[src/rtl/wb_copy_master_if.sv]
// Classic Wishbone initiator/target signal bundle used by wb_copy_master.
interface wb_copy_master_if #(
  parameter int AW = 10
);
  logic          cyc_o;
  logic          stb_o;
  logic          we_o;
  logic [AW-1:0] adr_o;
  logic [31:0]   dat_o;
  logic [31:0]   dat_i;
  logic          ack_i;

  modport master (output cyc_o, stb_o, we_o, adr_o, dat_o, input dat_i, ack_i);
  modport slave  (input cyc_o, stb_o, we_o, adr_o, dat_o, output dat_i, ack_i);
endinterface

[src/rtl/wb_copy_master.sv]
// Word-by-word memory copy engine: alternating classic Wishbone read and write
// cycles, with a per-access ack timeout that aborts the copy and flags err.
module wb_copy_master #(
  parameter int AW  = 10,
  parameter int LW  = 10,
  parameter int TMO = 255
) (
  input  logic                  clk,
  input  logic                  rst,
  input  logic                  start,
  input  logic [AW-1:0]         src_adr,
  input  logic [AW-1:0]         dst_adr,
  input  logic [LW-1:0]         len,
  output logic                  busy,
  output logic                  done,
  output logic                  err,
  wb_copy_master_if.master      wb
);

  typedef enum logic [1:0] {IDLE, READ, WRITE, DONE} state_t;

  localparam logic [7:0] TMO_CNT = 8'(TMO);

  state_t        state_q, state_d;
  logic [AW-1:0] src_q, dst_q;
  logic [LW-1:0] len_q, idx_q;
  logic [31:0]   buf_q;
  logic [7:0]    wcnt_q;
  logic          err_q;

  logic load, latch, step, abort;

  // NOTE: every signal driven here gets a default first so no path leaves it
  // unassigned, which would otherwise infer a latch.
  always_comb begin
    state_d = state_q;
    load    = 1'b0;
    latch   = 1'b0;
    step    = 1'b0;
    abort   = 1'b0;
    unique case (state_q)
      IDLE: begin
        if (start) begin
          load    = 1'b1;
          state_d = (len != '0) ? READ : DONE;
        end
      end
      READ: begin
        if (wb.ack_i) begin
          latch   = 1'b1;
          state_d = WRITE;
        end else if (wcnt_q == TMO_CNT) begin
          abort   = 1'b1;
          state_d = DONE;
        end
      end
      WRITE: begin
        if (wb.ack_i) begin
          step    = 1'b1;
          state_d = (idx_q + LW'(1) == len_q) ? DONE : READ;
        end else if (wcnt_q == TMO_CNT) begin
          abort   = 1'b1;
          state_d = DONE;
        end
      end
      DONE:    state_d = IDLE;
      default: state_d = IDLE;
    endcase
  end

  // NOTE: sequential state uses non-blocking assignments only, so every
  // register samples pre-edge values regardless of statement order.
  always_ff @(posedge clk or posedge rst) begin
    if (rst) begin
      state_q <= IDLE;
      src_q   <= '0;
      dst_q   <= '0;
      len_q   <= '0;
      idx_q   <= '0;
      buf_q   <= '0;
      wcnt_q  <= '0;
      err_q   <= 1'b0;
    end else begin
      state_q <= state_d;
      if (load) begin
        src_q <= src_adr;
        dst_q <= dst_adr;
        len_q <= len;
        idx_q <= '0;
        err_q <= 1'b0;
      end
      if (latch) buf_q <= wb.dat_i;
      if (step)  idx_q <= idx_q + LW'(1);
      if (abort) err_q <= 1'b1;
      // Waits are counted per access: restart on any state change or ack.
      if (state_d != state_q || wb.ack_i) wcnt_q <= '0;
      else if (busy)                      wcnt_q <= wcnt_q + 8'd1;
    end
  end

  assign busy     = (state_q == READ) || (state_q == WRITE);
  assign done     = (state_q == DONE);
  assign err      = err_q;
  assign wb.cyc_o = busy;
  assign wb.stb_o = busy;
  assign wb.we_o  = (state_q == WRITE);
  assign wb.dat_o = buf_q;

  always_comb begin
    wb.adr_o = '0;
    if (state_q == READ)       wb.adr_o = src_q + AW'(idx_q);
    else if (state_q == WRITE) wb.adr_o = dst_q + AW'(idx_q);
  end

endmodule

[src/flat_wrapper.sv]
// flat-port wrapper written by rule: the top's interface ports become plain ports
module wb_copy_master_flat 
#(
  parameter int AW  = 10,
  parameter int LW  = 10,
  parameter int TMO = 255
)
  (clk, rst, start, src_adr, dst_adr, len, busy, done, err, wb_cyc_o, wb_stb_o, wb_we_o, wb_adr_o, wb_dat_o, wb_dat_i, wb_ack_i);
  wb_copy_master_if #(.AW(AW)) wb_i ();
  input  logic clk;
  input  logic rst;
  input  logic start;
  input  logic [AW-1:0] src_adr;
  input  logic [AW-1:0] dst_adr;
  input  logic [LW-1:0] len;
  output logic busy;
  output logic done;
  output logic err;
  output wire logic [$bits(wb_i.cyc_o)-1:0] wb_cyc_o;
  output wire logic [$bits(wb_i.stb_o)-1:0] wb_stb_o;
  output wire logic [$bits(wb_i.we_o)-1:0] wb_we_o;
  output wire logic [$bits(wb_i.adr_o)-1:0] wb_adr_o;
  output wire logic [$bits(wb_i.dat_o)-1:0] wb_dat_o;
  input wire logic [$bits(wb_i.dat_i)-1:0] wb_dat_i;
  input wire logic [$bits(wb_i.ack_i)-1:0] wb_ack_i;
  assign wb_cyc_o = wb_i.cyc_o;
  assign wb_stb_o = wb_i.stb_o;
  assign wb_we_o = wb_i.we_o;
  assign wb_adr_o = wb_i.adr_o;
  assign wb_dat_o = wb_i.dat_o;
  assign wb_i.dat_i = wb_dat_i;
  assign wb_i.ack_i = wb_ack_i;
  wb_copy_master #(.AW(AW), .LW(LW), .TMO(TMO)) u_core (.clk(clk), .rst(rst), .start(start), .src_adr(src_adr), .dst_adr(dst_adr), .len(len), .busy(busy), .done(done), .err(err), .wb(wb_i));
endmodule
[config.mk]
export PLATFORM = sky130hd
export DESIGN_NAME = wb_copy_master_flat
export DESIGN_NICKNAME = d
export VERILOG_FILES = /design/src/rtl/wb_copy_master_if.sv /design/src/rtl/wb_copy_master.sv /design/src/flat_wrapper.sv
export SDC_FILE = /design/constraint.sdc
export NUM_CORES = 1
export LEC_CHECK = 0
export BUFFER_PORTS_ARGS = -buffer_cell sky130_fd_sc_hd__buf_2
export CORE_AREA = 2 2 96 98
export CTS_CLUSTER_DIAMETER = 120
export DETAILED_ROUTE_END_ITERATION = 7
export DIE_AREA = 0 0 98 100
export PLACE_DENSITY = 0.79
export SLEW_MARGIN = 25
export SYNTH_ARGS = -nofsm -noshare
export SYNTH_HDL_FRONTEND = slang
export SYNTH_SLANG_ARGS = --single-unit
[constraint.sdc]
create_clock -name clk -period 3 [get_ports clk]
set_input_delay 0.3 -clock clk [delete_from_list [all_inputs] [get_ports clk]]
set_output_delay 0.3 -clock clk [all_outputs]
set_load 0.02 [all_outputs]
==> results of run 1 <==
## flip-flops by register name (all words and copies together), names as in the netlist
| signal | count |
|---|---|
| u_core.wcnt_q | 8 |
| u_core.wb.dat_o | 32 |
| u_core.idx_q | 10 |
| u_core.len_q | 10 |
| u_core.src_q | 10 |
| u_core.dst_q | 10 |
| u_core.err | 1 |
| u_core.state_q | 2 |
## worst max-delay path, cell delays in order (launching register included)
cell and delay, ns:
dfrtp_1 0.40, ha_2 0.21, fa_2 0.36, a21o_1 0.18, a21oi_2 0.16, o21bai_2 0.11
a2111oi_4 0.30, nor3_1 0.10, xor2_1 0.14, a22o_1 0.20, buf_4 0.15
## layer usage
| layer | track usage | part of all wire | routed length [microns] | up-vias |
|---|---|---|---|---|
| met5 | 0 | 0 | 0 | - |
| met3 | 0.0564 | 0.069 | 731 | 20 |
| met1 | 0.276 | 0.41 | 4330 | 1744 |
| met2 | 0.379 | 0.50 | 5350 | 125 |
| li1 | - | - | - | 1716 |
| met4 | 0.0566 | 0.018 | 195 | 0 |
## cell families (layout without fill, tap and decap cells)
family | after synthesis | count (layout)
multiplexers | 66 | 66
XOR/XNOR | 36 | 36
AND/OR/NAND/NOR | 91 | 91
AO/OA/AOI/OAI | 72 | 72
buffers and inverters | 32 | 158
adder cells (fa/ha/maj) | 27 | 27
flip-flops | 83 | 83
## layout make-up
type	count	share of cell area
clock buffer	9	0.0219
sequential	83	0.367
clock inverter	7	0.0190
multi-input combinational	292	0.436
tap	111	0.0245
inverter	11	0.00751
timing repair buffer	131	0.125
## power by group through the flow
stage | sequential, W | combinational (W) | clock [W]
floorplan | 0.00209 | 0.00153 | 0
finish | 0.00187 | 0.00248 | 0.000920
global route | 0.00193 | 0.00269 | 0.000989
CTS | 0.00187 | 0.00247 | 0.000938
global placement | 0.00186 | 0.00237 | 0
detailed placement | 0.00189 | 0.00246 | 0
## metrics by stage
| step | util | cells |
|---|---|---|
| 2_1_floorplan | - | 407 |
| 4_1_cts | 0.630 | 640 |
| 3_5_place_dp | 0.601 | 623 |
| 6_report | 0.637 | 644 |
| 3_3_place_gp | 0.601 | 623 |
| 5_1_grt | 0.637 | 644 |
## what timing repair did
item | in CTS | in global routing
pin swaps | 4 | 4
buffers inserted | 1 | 4
setup endpoints to repair | 2 | 3
gates cloned | 0 | 0
gates resized for setup | 7 | 11
## cells in the mapped netlist (all sizes together), types with 6 or more instances
master | count | area, sq um
xnor2 | 24 | 218
buf | 11 | 63.8
a21oi | 10 | 50.1
xor2 | 12 | 105
nor2b | 6 | 37.5
a22o | 7 | 61.3
mux2 | 62 | 698
o31ai | 9 | 81.3
inv | 11 | 41.3
ha | 25 | 313
nor2 | 17 | 63.8
nand2 | 17 | 63.8
nor4 | 6 | 37.5
dfrtp | 83 | 2080
clkbuf | 10 | 40.0
nor3 | 14 | 70.1
o21ai | 20 | 100
## path summary, 6_finish.rpt
check	startpoint	end	slack [ns]	cells after the start
max	u_core.idx_q[0]$_DFFE_PP0P_	wb_adr_o[8]	0.04	10
min	rst	u_core.wb.dat_o[11]$_DFFE_PP0P_	-0.0001	2
max reg2reg	u_core.idx_q[1]$_DFFE_PP0P_	u_core.wcnt_q[6]$_DFFE_PP0P_	0.30	9
min reg2reg	u_core.wb.dat_o[24]$_DFFE_PP0P_	u_core.wb.dat_o[24]$_DFFE_PP0P_	0.51	1
max in group asynchronous	rst	u_core.dst_q[7]$_DFFE_PP0P_	2.23	3
min in group clk	wb_dat_i[24]	u_core.wb.dat_o[24]$_DFFE_PP0P_	0.17	2
==> metrics, run 1 <==
setup violators final=0; count of flip-flops with a built-in enable after synthesis=0; syn_nets=500; slew of the pin with the lowest slew margin=0.653 ns; CP endpoint kind=output pin; register share of total power=0.354; clock latency on the worst-skew pair=0.35 ns; static leakage=2.70 nW; post-detail-place hpwl=7.98 mm; Clock Skew=0.00919 ns; # Max-Cap Violations=0; Power Density=931 mW/mm^2; Max IR drop VDD=0.000702 V; Mapped Area=0.00464 sq mm; Seq. cell area=0.00208 sq mm; worst slack, placed=0.133 ns; Die Wd=98 microns; routed wire length=10.6 mm; vias in the first global route=3596; ant diodes=0; DRC=0; ys flop type=dfrtp_1; Setup Crit Path Kind=register to output pin; post-synthesis cell type count=56; Clk pwr share=0.174; main combinational cell family by area after synthesis=multiplexers; total track usage=0.219; area grow syn2layout=22.0%; routed via count=3605; floorplan row count=35; compound-gate portion of the synthesized area=0.111; H-Tree Depth=3; Worst-path clk slew=0.08 ns; CORE AREA=0.00889 sq mm; count of final max-slew check failures=0; failing checks=negative hold slack; initial DRC count=130; hold slack=-0.000104 ns; fin nets=621; commonest non-fill, non-tap cell in the layout=buf_2; Crit Path Max Fanout=2; TritonCTS Sinks=83; First-pass DRT Iterations=5; Slew HR=0.564; vias per cell=5.60; Synth Register Bits=83; Final WS setup=0.0399 ns; DR WL/cell=16.5 microns; xor-xnor portion of the synthesized cell area=0.0695; port bufs=113; Min-Delay Path Class=input pin to async pin; largest net degree at the start of global routing=39; WP data required=2.70 ns; Synth Area in Simple Gates=0.106; clk buf depth=2; mux share of post-synthesis cell area=0.159; worst path arrival time=2.66 ns; Worst setup SP type=register; fillers=725; Hold Violations, Final=1; gr ovfl total=0; Internal Pwr Total=0.00319 W; post-cts hold buffer count=0; leading cell types in the layout, fill and taps excluded=112 x buf_2, 82 x dfrtp_1, 62 x mux2_2; Mapped Cells=407; DP Area=0.00534 sq mm; status=finished with violations; Switching Share=0.395; P_sw=0.00208 W; Initial Util=0.522; first-pass GRT wire length=17.3 mm; combinational share of power=0.471; initial antenna violation count=0; post-synthesis sequential area ratio=0.447; Chip Height=100 microns; Root Buffer=clkbuf_8; antenna viol nets, final=0; placer congestion estimate=0.851; Ys Warns=0; die area=0.00980 sq mm; CTS buffer count=9; overall power=0.00527 W; RSZ-0062 raised after global routing=true; area taken by multi-input logic gates=0.00247 sq mm; shortest period the worst path allows=2.96 ns; Post-Synth Adder-Cell Area=0.0760; Post-synth ARST share=1.00; TritonCTS clock tree=done; layout cells sized above 1=0.430; I/O pin count=114; setup_tns=0 ns; Mapped Avg Cell Area=11.4 sq um; Final Cell Area=0.00567 sq mm; Fmax achieved=0.338 GHz; crit share post-route=0.987
No activity file was read; power rests on OpenSTA's default activity.
==> run 2, diff against run 1 <==
- HOLD_SLACK_MARGIN: unset -> 0.1
==> metrics, run 2 (synthesis results as in run 1) <==
commonest non-fill, non-tap cell in the layout=buf_2; I/O pin count=114; worst path arrival time=2.66 ns; routed wire length=10.6 mm; register share of total power=0.355; antenna viol nets, final=0; placer congestion estimate=0.851; layout cells sized above 1=0.429; Hold Path Depth=2; die area=0.00980 sq mm; setup violators final=0; clk buf depth=2; Setup Crit Path Kind=register to output pin; Root Buffer=clkbuf_8; GR Layer Usage met3=0.0564; CTS buffer count=9; Internal Pwr Total=0.00319 W; combinational share of power=0.471; static leakage=2.71 nW; Worst Reg-to-Reg Cells=9; setup_tns=0 ns; First-pass DRT Iterations=4; slew of the pin with the lowest slew margin=0.653 ns; Power Density=929 mW/mm^2; worst flop-to-flop path endpoint=u_core.wcnt_q[6]$_DFFE_PP0P_; worst slack, placed=0.133 ns; count of final max-slew check failures=0; Worst setup SP type=register; Worst path max stage delay=0.40 ns; status=finished, final reports clean; TritonCTS Sinks=83; DRC=0; clock latency on the worst-skew pair=0.36 ns; leading cell types in the layout, fill and taps excluded=112 x buf_2, 82 x dfrtp_1, 62 x mux2_2; Hold Violations, Final=0; RSZ-0062 raised after global routing=true; Clock Skew=0.00925 ns; vias per cell=5.56; Crit Path Max Fanout=2; P_sw=0.00208 W; total track usage=0.219; routed via count=3586; Fmax achieved=0.338 GHz; largest net degree at the start of global routing=39; crit share post-route=0.987; GRT busiest layer=met2; fillers=722; grt met2 use=0.379; Clk pwr share=0.174; Max IR drop VDD=0.000702 V; Slew HR=0.564; Final WS setup=0.0381 ns; shortest period the worst path allows=2.96 ns; Min-Delay Startpoint=wb_dat_i[24]; area grow syn2layout=22.3%; fin nets=622; first-pass GRT wire length=17.3 mm; H-Tree Depth=3; Die Wd=98 microns; DR WL/cell=16.5 microns; Min-Delay Path Class=input pin to register; post-detail-place hpwl=7.98 mm; ant diodes=0; floorplan row count=35; initial DRC count=143; Initial Util=0.522; CP endpoint kind=output pin; cell breakdown of the critical path=ha_2, fa_2, a21o_1, a21oi_2, o21bai_2, a2111oi_4, nor3_1, xor2_1, a22o_1, buf_4; Chip Height=100 microns; # Max-Cap Violations=0; initial antenna violation count=0; vias in the first global route=3601; gr ovfl total=0; Switching Share=0.395; highest-delay cell along the critical path=dfrtp_1; TritonCTS clock tree=done; Hold EP=u_core.wb.dat_o[24]$_DFFE_PP0P_; CORE AREA=0.00889 sq mm; R2R Path Start=u_core.idx_q[1]$_DFFE_PP0P_; R2R Setup Slk=0.30 ns; port bufs=113; max FFs per register=32; met1 usage=0.277; WP data required=2.70 ns; Worst-path clk slew=0.09 ns
[run 2: cell types whose count changed in the layout (fill, tap and decap cells not counted), sizes merged]
cell / before / now
dlygate4sd3: 0 / 1
[run 2: critical path, delay by kind of cell (launching register included)]
kind,cells,cell delay (ns)
compound gates,5,0.95
fa+ha+maj,2,0.57
flops,1,0.40
buf+inv,1,0.15
xor+xnor,1,0.14
simple gates,1,0.10
[run 2: layout make-up]
| cell class | count | area [sq um] | area share |
|---|---|---|---|
| clock buffer | 9 | 124 | 0.0218 |
| clock inverter | 7 | 108 | 0.0190 |
| inverter | 11 | 42.5 | 0.00749 |
| multi-input combinational | 292 | 2470 | 0.435 |
| sequential | 83 | 2080 | 0.366 |
| tap | 111 | 139 | 0.0245 |
| timing repair buffer | 132 | 717 | 0.126 |
[run 2: how the worst max path moves through the flow]
stage | slack (ns) | cells after the start | to | start
2_1_floorplan | 0.27 | 9 | wb_adr_o[8] | u_core.idx_q[0]$_DFFE_PP0P_
3_3_place_gp | 0.16 | 10 | wb_adr_o[8] | u_core.idx_q[0]$_DFFE_PP0P_
3_5_place_dp | 0.13 | 10 | wb_adr_o[8] | u_core.idx_q[0]$_DFFE_PP0P_
4_1_cts | 0.007 | 12 | wb_adr_o[8] | u_core.idx_q[0]$_DFFE_PP0P_
5_1_grt | -0.06 | 12 | wb_adr_o[8] | u_core.idx_q[0]$_DFFE_PP0P_
6_report | 0.04 | 10 | wb_adr_o[8] | u_core.idx_q[0]$_DFFE_PP0P_
[run 2: metal layers]
layer / share of wire / wire length [microns] / up-vias
met1: 0.41 / 4350 / 1733
met3: 0.067 / 714 / 15
li1: - / - / 1717
met4: 0.015 / 157 / 0
met5: 0 / 0 / -
met2: 0.51 / 5390 / 121
[run 2: through the flow]
| stage | std cells | cell area, sq um | util | hold slack [ns] | total power (W) |
|---|---|---|---|---|---|
| finish | 645 | 5680 | 0.639 | 0.166 | 0.00527 |
| global route | 645 | 5680 | 0.639 | 0.158 | 0.00561 |
| CTS | 641 | 5610 | 0.631 | 0.152 | 0.00528 |
| detailed placement | 623 | 5340 | 0.601 | 0.402 | 0.00434 |
| global placement | 623 | 5340 | 0.601 | 0.397 | 0.00424 |
| floorplan | 407 | 4640 | - | 0.450 | 0.00361 |
[run 2: power groups by stage]
| stage | Clock (W) | Combinational [W] | Sequential (W) |
|---|---|---|---|
| after CTS | 0.000938 | 0.00248 | 0.00187 |
| after global placement | 0 | 0.00237 | 0.00186 |
| after global routing | 0.000989 | 0.00270 | 0.00193 |
| final | 0.000919 | 0.00248 | 0.00187 |
| after floorplan | 0 | 0.00153 | 0.00209 |
| after detailed placement | 0 | 0.00246 | 0.00189 |
[run 2: timing repair]
action | in CTS | in global routing
buffers inserted | 1 | 4
pin swaps | 4 | 4
hold buffers | 1 | 0
gates resized for setup | 7 | 11
endpoints found under the hold margin | 36 | 0
setup endpoints to repair | 2 | 3
